<file path="src/rtl/adder_tree_pkg.sv">
// Shared definitions for the adder-tree accumulation datapath.
package adder_tree_pkg;

  localparam int DATA_WIDTH_DEF   = 32;
  localparam int LAYER_DEF        = 2;
  localparam int ACC_WIDTH_DEF    = 48;
  localparam int RESULT_DEPTH_DEF = 2;
  localparam int BEAT_WIDTH_DEF   = 16;

  // One finished group in the default configuration.
  typedef struct packed {
    logic [ACC_WIDTH_DEF-1:0]  acc;
    logic [BEAT_WIDTH_DEF-1:0] beats;
  } result_t;

  // Number of tree input lanes for a given depth.
  function automatic int lanes(input int layer);
    return 1 << layer;
  endfunction

endpackage

</file>
<file path="src/rtl/adder_tree.sv">
// Pipelined binary adder tree: LAYER register stages, one per tree level.
// Node i sums children 2i and 2i+1; indices >= LANES are the input lanes.
module AdderTree
  import adder_tree_pkg::*;
#(
  parameter int DATA_WIDTH = DATA_WIDTH_DEF,
  parameter int LAYER      = LAYER_DEF
) (
  input  logic                                 clk,
  input  logic                                 rst,
  input  logic [lanes(LAYER)*DATA_WIDTH-1:0]   in_data,
  output logic [DATA_WIDTH-1:0]                out_sum
);

  localparam int LANES = lanes(LAYER);

  logic [DATA_WIDTH-1:0] node [1:LANES-1];

  for (genvar gi = 1; gi < LANES; gi++) begin : g_node
    if (2 * gi >= LANES) begin : g_leaf
      // Bottom level: add a pair of input lanes.
      always_ff @(posedge clk) begin
        if (rst) node[gi] <= '0;
        else     node[gi] <= in_data[(2*gi-LANES)*DATA_WIDTH +: DATA_WIDTH]
                           + in_data[(2*gi+1-LANES)*DATA_WIDTH +: DATA_WIDTH];
      end
    end else begin : g_inner
      // Upper levels: add the two child nodes.
      always_ff @(posedge clk) begin
        if (rst) node[gi] <= '0;
        else     node[gi] <= node[2*gi] + node[2*gi+1];
      end
    end
  end

  assign out_sum = node[1];

endmodule

</file>
<file path="src/rtl/result_fifo.sv">
// Synchronous FIFO for finished group results. A push into a full FIFO or a
// pop from an empty one is ignored.
module result_fifo #(
  parameter int DEPTH = 2,
  parameter int WIDTH = 64
) (
  input  logic             clk,
  input  logic             rst,
  input  logic             push,
  input  logic [WIDTH-1:0] push_data,
  input  logic             pop,
  output logic [WIDTH-1:0] head,
  output logic             empty
);

  localparam int PTR_W = (DEPTH > 1) ? $clog2(DEPTH) : 1;
  localparam int CNT_W = $clog2(DEPTH + 1);

  logic [WIDTH-1:0] mem [DEPTH];
  logic [PTR_W-1:0] wr_ptr, rd_ptr;
  logic [CNT_W-1:0] count;
  logic             full, do_push, do_pop;

  function automatic logic [PTR_W-1:0] next_ptr(input logic [PTR_W-1:0] p);
    return (p == PTR_W'(DEPTH - 1)) ? '0 : p + PTR_W'(1);
  endfunction

  assign full    = (count == CNT_W'(DEPTH));
  assign empty   = (count == '0);
  assign do_push = push && !full;
  assign do_pop  = pop && !empty;
  assign head    = mem[rd_ptr];

  // Storage is data only; validity comes from the count.
  always_ff @(posedge clk) begin
    if (do_push) mem[wr_ptr] <= push_data;
  end

  // Pointer and occupancy bookkeeping.
  always_ff @(posedge clk) begin
    if (rst) begin
      wr_ptr <= '0;
      rd_ptr <= '0;
      count  <= '0;
    end else begin
      if (do_push) wr_ptr <= next_ptr(wr_ptr);
      if (do_pop)  rd_ptr <= next_ptr(rd_ptr);
      if (do_push && !do_pop)      count <= count + CNT_W'(1);
      else if (!do_push && do_pop) count <= count - CNT_W'(1);
    end
  end

endmodule

</file>
<file path="src/rtl/adder_tree_sequencer.sv">
// Accumulates adder-tree sums of input beats into per-group results.
// in_ready is throttled by a pending-result count that covers both groups
// still in the tree pipeline and results waiting in the FIFO, so a push
// can never land on a full FIFO.
module adder_tree_sequencer
  import adder_tree_pkg::*;
#(
  parameter int DATA_WIDTH   = DATA_WIDTH_DEF,
  parameter int LAYER        = LAYER_DEF,
  parameter int ACC_WIDTH    = ACC_WIDTH_DEF,
  parameter int RESULT_DEPTH = RESULT_DEPTH_DEF,
  parameter int BEAT_WIDTH   = BEAT_WIDTH_DEF
) (
  input  logic                               clk,
  input  logic                               rst,
  input  logic                               in_valid,
  output logic                               in_ready,
  input  logic [lanes(LAYER)*DATA_WIDTH-1:0] in_data,
  input  logic                               in_last,
  output logic                               out_valid,
  input  logic                               out_ready,
  output logic [ACC_WIDTH-1:0]               out_data,
  output logic [BEAT_WIDTH-1:0]              out_beats,
  output logic                               busy
);

  localparam int PEND_W = $clog2(RESULT_DEPTH + 1);
  localparam int RES_W  = ACC_WIDTH + BEAT_WIDTH;
  localparam logic [BEAT_WIDTH-1:0] BEATS_MAX = '1;

  logic                         accept, pend_inc, pop, push;
  logic [LAYER-1:0]             tag_valid, tag_last;
  logic                         exit_valid, exit_last;
  logic [DATA_WIDTH-1:0]        tree_sum;
  logic signed [DATA_WIDTH-1:0] tree_sum_s;
  logic [ACC_WIDTH-1:0]         sum_ext, acc, acc_next;
  logic [BEAT_WIDTH-1:0]        beats, beats_next;
  logic [PEND_W-1:0]            pending;
  logic                         open_grp;
  logic [RES_W-1:0]             push_data, head;
  logic                         fifo_empty;

  AdderTree #(
    .DATA_WIDTH (DATA_WIDTH),
    .LAYER      (LAYER)
  ) u_tree (
    .clk     (clk),
    .rst     (rst),
    .in_data (in_data),
    .out_sum (tree_sum)
  );

  assign accept     = in_valid && in_ready;
  assign pend_inc   = accept && in_last;
  assign exit_valid = tag_valid[LAYER-1];
  assign exit_last  = tag_last[LAYER-1];

  assign tree_sum_s = tree_sum;
  assign sum_ext    = ACC_WIDTH'(tree_sum_s);
  assign acc_next   = acc + sum_ext;
  assign beats_next = (beats == BEATS_MAX) ? beats : beats + BEAT_WIDTH'(1);

  assign push      = exit_valid && exit_last;
  assign push_data = {acc_next, beats_next};
  assign pop       = out_valid && out_ready;

  // Tag pipeline tracks each beat alongside its partial sums in the tree.
  always_ff @(posedge clk) begin
    if (rst) begin
      tag_valid <= '0;
      tag_last  <= '0;
    end else begin
      tag_valid[0] <= accept;
      tag_last[0]  <= in_last;
      for (int i = 1; i < LAYER; i++) begin
        tag_valid[i] <= tag_valid[i-1];
        tag_last[i]  <= tag_last[i-1];
      end
    end
  end

  // Accumulate tree sums as their tags exit; a last tag closes the group.
  always_ff @(posedge clk) begin
    if (rst) begin
      acc   <= '0;
      beats <= '0;
    end else if (exit_valid) begin
      if (exit_last) begin
        acc   <= '0;
        beats <= '0;
      end else begin
        acc   <= acc_next;
        beats <= beats_next;
      end
    end
  end

  // Pending results: counted from acceptance of a last beat until popped.
  always_ff @(posedge clk) begin
    if (rst)                   pending <= '0;
    else if (pend_inc && !pop) pending <= pending + PEND_W'(1);
    else if (!pend_inc && pop) pending <= pending - PEND_W'(1);
  end

  // Input-side open-group flag, used only for busy.
  always_ff @(posedge clk) begin
    if (rst)         open_grp <= 1'b0;
    else if (accept) open_grp <= !in_last;
  end

  result_fifo #(
    .DEPTH (RESULT_DEPTH),
    .WIDTH (RES_W)
  ) u_fifo (
    .clk       (clk),
    .rst       (rst),
    .push      (push),
    .push_data (push_data),
    .pop       (pop),
    .head      (head),
    .empty     (fifo_empty)
  );

  assign in_ready  = (pending < PEND_W'(RESULT_DEPTH));
  assign out_valid = !fifo_empty;
  assign out_data  = fifo_empty ? '0 : head[RES_W-1:BEAT_WIDTH];
  assign out_beats = fifo_empty ? '0 : head[BEAT_WIDTH-1:0];
  assign busy      = (pending != '0) || open_grp;

endmodule

</file>
<file path="config.mk">
export PLATFORM = sky130hd
export DESIGN_NAME = adder_tree_sequencer
export DESIGN_NICKNAME = d
export VERILOG_FILES = /design/src/rtl/adder_tree_pkg.sv /design/src/rtl/adder_tree.sv /design/src/rtl/result_fifo.sv /design/src/rtl/adder_tree_sequencer.sv
export SDC_FILE = /design/constraint.sdc
export NUM_CORES = 1
export LEC_CHECK = 0
export CAP_MARGIN = 25
export CORE_MARGIN = 1
export CORE_UTILIZATION = 59
export CTS_BUF_LIST = sky130_fd_sc_hd__clkbuf_4 sky130_fd_sc_hd__clkbuf_8
export DETAILED_ROUTE_END_ITERATION = 16
export PLACE_DENSITY = 0.89
export SLEW_MARGIN = 10
export SYNTH_ARGS = -nofsm -noshare
export SYNTH_HDL_FRONTEND = slang
export SYNTH_HIERARCHICAL = 1
export SYNTH_SLANG_ARGS = --single-unit
</file>
<file path="constraint.sdc">
create_clock -name clk -period 5.7 [get_ports clk]
set_clock_uncertainty 0.1 [all_clocks]
set_input_delay 1.14 -clock clk [delete_from_list [all_inputs] [get_ports clk]]
set_output_delay 1.14 -clock clk [all_outputs]
set_load 0.02 [all_outputs]
</file>
==> run metrics, run 1 <==
status=complete, no violations; Yosys reg bits=300; DRC=0; vias in the first global route=14381; CP delay by family, top=buffers and inverters; Mean Syn Cell Area=9.57 um^2; Post-layout nets=2352; drt first pass iters=5; Tot GR Track Use=26.2%; EDFF count, synth=128; P_leak=0.00872 uW; CP Cell Sequence=buf_4 -> mux2_2 -> nor2b_1 -> clkdlybuf4s50_1; Slew @ Worst Pin=1.05 ns; Layout area overhead=16.3%; IO Count=200; Synth area leader=edfxtp_1; post-CTS setup buffer count=0; Syn Inst Count=1927; hpwl dp=31200 um; Clk Latency, worst-skew pair=0.56 ns; detailed-route via count=14868; per-cell routed wire length=16.8 um; Relative slew margins=30.1%; initial core utilization=60.2%; setup violators final=0; CTS clock-pin slew for the worst setup and hold paths=0.06 ns; I/O Buffers=199; top-area cell type share of the netlist area=20.8%; Post-CTS Hold Fix Bufs=0; Crit. End Element=output port; Non-Filler Instances=2502; H-tree depth=2; die width=179 um; Pins Over Slew Limit=0; pwr dens=267 nW/um^2; die area=32000 um^2; setup tns final=0 ns; initial antenna violation count=0; ys async rst share=0%; share of cells above drive strength 1=9.88%; CTS Buffer Depth=3; global-route wire length before repair=68000 um; Worst Hold Class=flop to flop; num rows=64; core area=30700 um^2; Post-DP Area=20500 um^2; unrepaired setup endpoints after global routing=false; Placed Cells incl. Taps=2421; RD Place Congestion=0.936; Num CTS Buffers=45; Worst setup SP type=flop; maximum number of pins on one net before global-route repair=62; design area=21400 um^2; vias per std cell=5.94; Max FO, Critical Path=39; Crit path largest cell delay=0.76 ns; ys flop type=dfxtp_1; Seq/Total Area, Yosys=39.5%; final wirelength=42100 um; max-cap violations=0; CTS tree=done; post-route core utilization=69.9%; clk sinks=300; CP bufs+invs=2; DRT iter0 DRCs=1075; min Tclk post-route=4.31 ns; Post-Syn Area=18500 um^2; Distinct cells, synth=87; Tcrit/Tclk final=75.6%; Root Driver=clkbuf_8; Crit Path Class=flop to output port; ANT nets after route=0; VDD IR max=0.000125 V; Syn. warnings=6; Synth area leaders=edfxtp_1 21%, dfxtp_1 19%, ha_1 9.7%, a21oi_1 4.3%, nor2_1 4.3%; Critical Path AT=3.07 ns; Die H=179 um; gr ovfl total=0; syn nets=2207; ANT cells=0; Pwr Total=5720 uW; FMAX=0.232 GHz; Final Hold Viols=0; CP Data Required Time=4.46 ns; post-cts sizing count=0; Slowest-stage cell, CP=dfxtp_2
## layout by cell type, fill, tap and decap left out, types with 7 or more instances in the layout
cell and n:
a22oi_1 40, inv_1 38, nand4_1 14, clkbuf_4 11
nor2_1 209, nand3_1 39, o21bai_1 18, o21ai_0 76
edfxtp_1 128, and3_1 19, and2_1 10, o21ai_1 7
a21o_1 87, nand2b_1 11, clkdlybuf4s50_1 198, buf_4 10
nor2b_1 96, xnor2_1 69, mux2_2 70, a211oi_1 11
o21a_1 16, xor2_1 66, or3_1 13, nand2_1 108
nor3_1 29, a21oi_1 159, dfxtp_1 171, clkbuf_8 56
o211ai_1 13, a31oi_1 15, ha_1 143
## registers in the layout, indices dropped and copies added (netlist names), named ones only
| register | cells |
|---|---|
| pending | 2 |
| acc | 48 |
| u_fifo/mem | 128 |
| tag_last | 2 |
| u_tree/node | 96 |
| tag_valid | 2 |
| u_fifo/count | 2 |
| u_fifo/wr_ptr | 1 |
| beats | 16 |
| u_fifo/rd_ptr | 1 |
| open_grp | 1 |
## logic make-up after synthesis
kind of cell	after synthesis	share of synthesized area, %
DFF	300	39.5
muxes	73	4.45
and+or+nand+nor	584	15.4
xor gates and xnor gates	135	6.41
AOI/OAI and AO/OA	538	20.2
adders and majority gates	147	10.1
buffers and inverters	150	3.87
## final timing paths
kind	from	to	slack, ns	cells after the start
setup / recovery	flop	out_data[14]	1.39	4
hold / removal	tag_last[0]	tag_last[1]	0.35	1
setup reg to reg	u_tree/node[0][31]	u_fifo/mem[1][57]	2.25	9
hold reg to reg	tag_last[0]	tag_last[1]	0.35	1
## per-layer routing
metal	global-route usage [%]	vias up	share of wire [%]
met5	0	-	0
met4	9.50	0	2.7
met3	3.27	91	5.4
met2	47.0	562	49
met1	32.1	6912	43
li1	-	7303	-
## stage by stage
step,hold slack (ns),worst slack (ns)
5_1_grt,0.367,1.24
4_1_cts,0.352,1.38
3_5_place_dp,0.335,1.21
6_report,0.355,1.39
2_1_floorplan,0.314,1.39
3_3_place_gp,0.320,1.30
## where the power goes
group | internal, uW | leakage [uW] | total [uW] | switching [uW]
clock network | 1050 | 0.000507 | 1840 | 797
registers | 2410 | 0.00259 | 2480 | 68.6
logic | 590 | 0.00562 | 1400 | 808
## layout make-up
cell class	count	area (um^2)
Multi-Input combinational cell	1477	10500
Clock buffer	67	853
Fill cell	2276	9220
Timing Repair Buffer	209	2080
Inverter	39	146
Sequential cell	300	7290
Tap cell	396	495
Clock inverter	14	118
## synth_stat cells (6+ instances only)
master,n
and3_1,19
nand2b_1,11
o211ai_1,13
a31oi_1,15
o21ai_2,6
and2_1,10
nor2_1,212
nand2_1,108
dfxtp_1,172
a21o_1,87
xnor2_1,69
xor2_1,66
a32o_1,6
nand4_1,14
mux2_2,70
a21oi_1,159
or3_1,13
ha_1,143
buf_4,38
a211oi_1,11
o21a_1,16
edfxtp_1,128
o21ai_1,7
inv_1,39
a22oi_1,40
nand3_1,39
nor2b_1,96
o21bai_1,18
o21ai_0,76
nor3_1,29
clkbuf_1,61
Note: power is estimated with default switching activity, not from simulation.
==> inputs of run 2 (changes only) <==
- CORE_UTILIZATION: 59 -> 54
- PLACE_DENSITY: 0.89 -> 0.86
- clock period: 5.7 -> 3.5 ns (I/O delays scaled with it)
==> run metrics, run 2 (synthesis results as in run 1) <==
status=complete, no violations; Switching Fraction=29.5% (+0.25 points); post-CTS setup buffer count=0 (unchanged); Slew @ Worst Pin=0.778 ns (-0.268 ns); most frequent cells in the layout=208 x nor2_1, 198 x clkdlybuf4s50_1, 171 x dfxtp_1, 159 x a21oi_1, 143 x ha_1; post-route core utilization=65.3% (-4.6 points); min Tclk post-route=3.30 ns; Final Hold Viols=0 (unchanged); Worst setup SP type=flop; P_leak=0.00900 uW (+3.2%); CP delay by family, top=compound AO/OA/AOI/OAI gates; Worst Hold Class=flop to flop; detailed-route via count=15007 (+0.93%); Post-CTS Hold Fix Bufs=0 (unchanged); I/O Buffers=199 (unchanged); Hold Slack=0.351 ns (-0.00400 ns); Layout area overhead=19.0%; Relative slew margins=48.0% (+18 points); num rows=67 (+4.7%); CP Cell Sequence=ha_1 -> inv_1 -> fa_1 -> nor2b_4 -> o2111ai_1 -> a21o_2 -> o31ai_4 -> o21a_1 -> nor4_4 -> nor2_2 -> a31oi_1 -> xnor2_2; CP bufs+invs=1 (-1); global-route wire length before repair=70400 um (+3.6%); hpwl dp=31700 um (+1.9%); Crit path largest cell delay=0.43 ns (-0.33 ns); Net Sw Power=2800 uW (+67%); ANT cells=0 (unchanged); post-cts sizing count=0 (unchanged); die width=187 um (+4.5%); combinational share of power=24.9% (+0.5 points); clk sinks=300 (unchanged); pwr dens=432 nW/um^2 (+62%); vias in the first global route=14906 (+3.7%); maximum number of pins on one net before global-route repair=134 (+120%); design area=22000 um^2 (+2.4%); max reg flops=128 (unchanged); DRC=0 (unchanged); Clk pwr share=32.6% (+0.4 points); Die H=187 um (+4.5%); initial core utilization=54.9% (-5.3 points); CTS Buffer Depth=3 (unchanged); die area=34900 um^2 (+9.2%); gr ovfl total=0 (unchanged); IO Count=200 (unchanged); FMAX=0.303 GHz; VDD IR max=0.000207 V (+66%); max-cap violations=0 (unchanged); Slowest-stage cell, CP=fa_1; Tot GR Track Use=24.1% (-2.1 points); Root Driver=clkbuf_8; CTS clock-pin slew for the worst setup and hold paths=0.06 ns (about the same); initial antenna violation count=0 (unchanged); Max FO, Critical Path=4 (-90%); final wirelength=42700 um (+1.4%); share of cells above drive strength 1=12.1% (+2.3 points); Clk Latency, worst-skew pair=0.57 ns (about the same); DRT iter0 DRCs=938 (-13%); Num CTS Buffers=49 (+8.9%); biggest regs=u_fifo/mem x128, u_tree/node x96, acc x48; ANT nets after route=0 (unchanged); sequential power share=42.5% (-0.8 points); Critical Path AT=3.50 ns (+0.43 ns); commonest non-fill, non-tap cell in the layout=nor2_1; core area=33600 um^2 (+9.6%); Post-layout nets=2405 (+2.3%); Post-DP Area=20900 um^2 (+2.2%); Crit Path Class=flop to flop; unrepaired setup endpoints after global routing=false; vias per std cell=5.74 (-3.4%); H-tree depth=2 (unchanged); Pins Over Slew Limit=0 (unchanged); setup violators final=0 (unchanged); RD Place Congestion=0.919 (-1.8%); Tcrit/Tclk final=94.3%; largest register by flop count=u_fifo/mem; Crit. End Element=flop; setup tns final=0 ns (unchanged); per-cell routed wire length=16.3 um (-2.9%); CTS tree=done; drt first pass iters=5 (unchanged); CP Data Required Time=3.70 ns (-0.76 ns); internal power=6680 uW (+65%)
==> run 2: cell types whose count changed in the layout (fill, tap and decap cells not counted) <==
cell,change
clkinv_2,+6
clkbuf_4,-4
clkbuf_8,+2
buf_12,+2
xnor2_2,+1
buf_4,+47
clkinv_1,+6
nor2_2,+2
nor2_4,-1
xnor2_1,-1
nor2_1,-1
==> run 2: metrics by stage <==
step,cells,setup slack (ns),total power (uW)
6_report,2613,0.201,9480
4_1_cts,2613,0.114,9530
2_1_floorplan,1927,0.181,5820
5_1_grt,2613,0.0807,9980
3_5_place_dp,2522,-0.268,6410
3_3_place_gp,2522,-0.270,6340
==> run 2: final timing paths <==
| kind | startpoint | end | slack, ns | cells past startpoint |
|---|---|---|---|---|
| hold reg to reg | tag_valid[0] | tag_valid[1] | 0.35 | 1 |
| hold / removal | tag_valid[0] | tag_valid[1] | 0.35 | 1 |
| setup reg to reg | u_tree/node[0][0] | u_fifo/mem[1][62] | 0.20 | 12 |
| setup / recovery | u_tree/node[0][0] | u_fifo/mem[1][62] | 0.20 | 12 |
==> run 2: final cells by class <==
type | count | area (um^2)
fillers | 2605 | 11700
multi-input cells | 1477 | 10500
flip-flops and latches | 300 | 7290
repair buffers | 258 | 2470
clock buffers | 65 | 851
well taps | 448 | 561
clock inverters | 26 | 170
inverters | 39 | 146
==> run 2: power groups by stage <==
stage / Combinational (uW) / Clock [uW] / Sequential (uW)
2_1_floorplan: 1770 / 0 / 4050
3_3_place_gp: 2250 / 0 / 4100
3_5_place_dp: 2310 / 0 / 4100
4_1_cts: 2330 / 3170 / 4030
5_1_grt: 2600 / 3330 / 4050
6_report: 2360 / 3090 / 4030
==> run 2: layer usage <==
| layer | up-vias | share of wire [%] | track usage [%] |
|---|---|---|---|
| met5 | - | 0 | 0 |
| met4 | 0 | 2.1 | 7.06 |
| met3 | 82 | 5.5 | 3.45 |
| met2 | 492 | 49 | 43.1 |
| met1 | 7041 | 43 | 30.0 |
| li1 | 7392 | - | - |
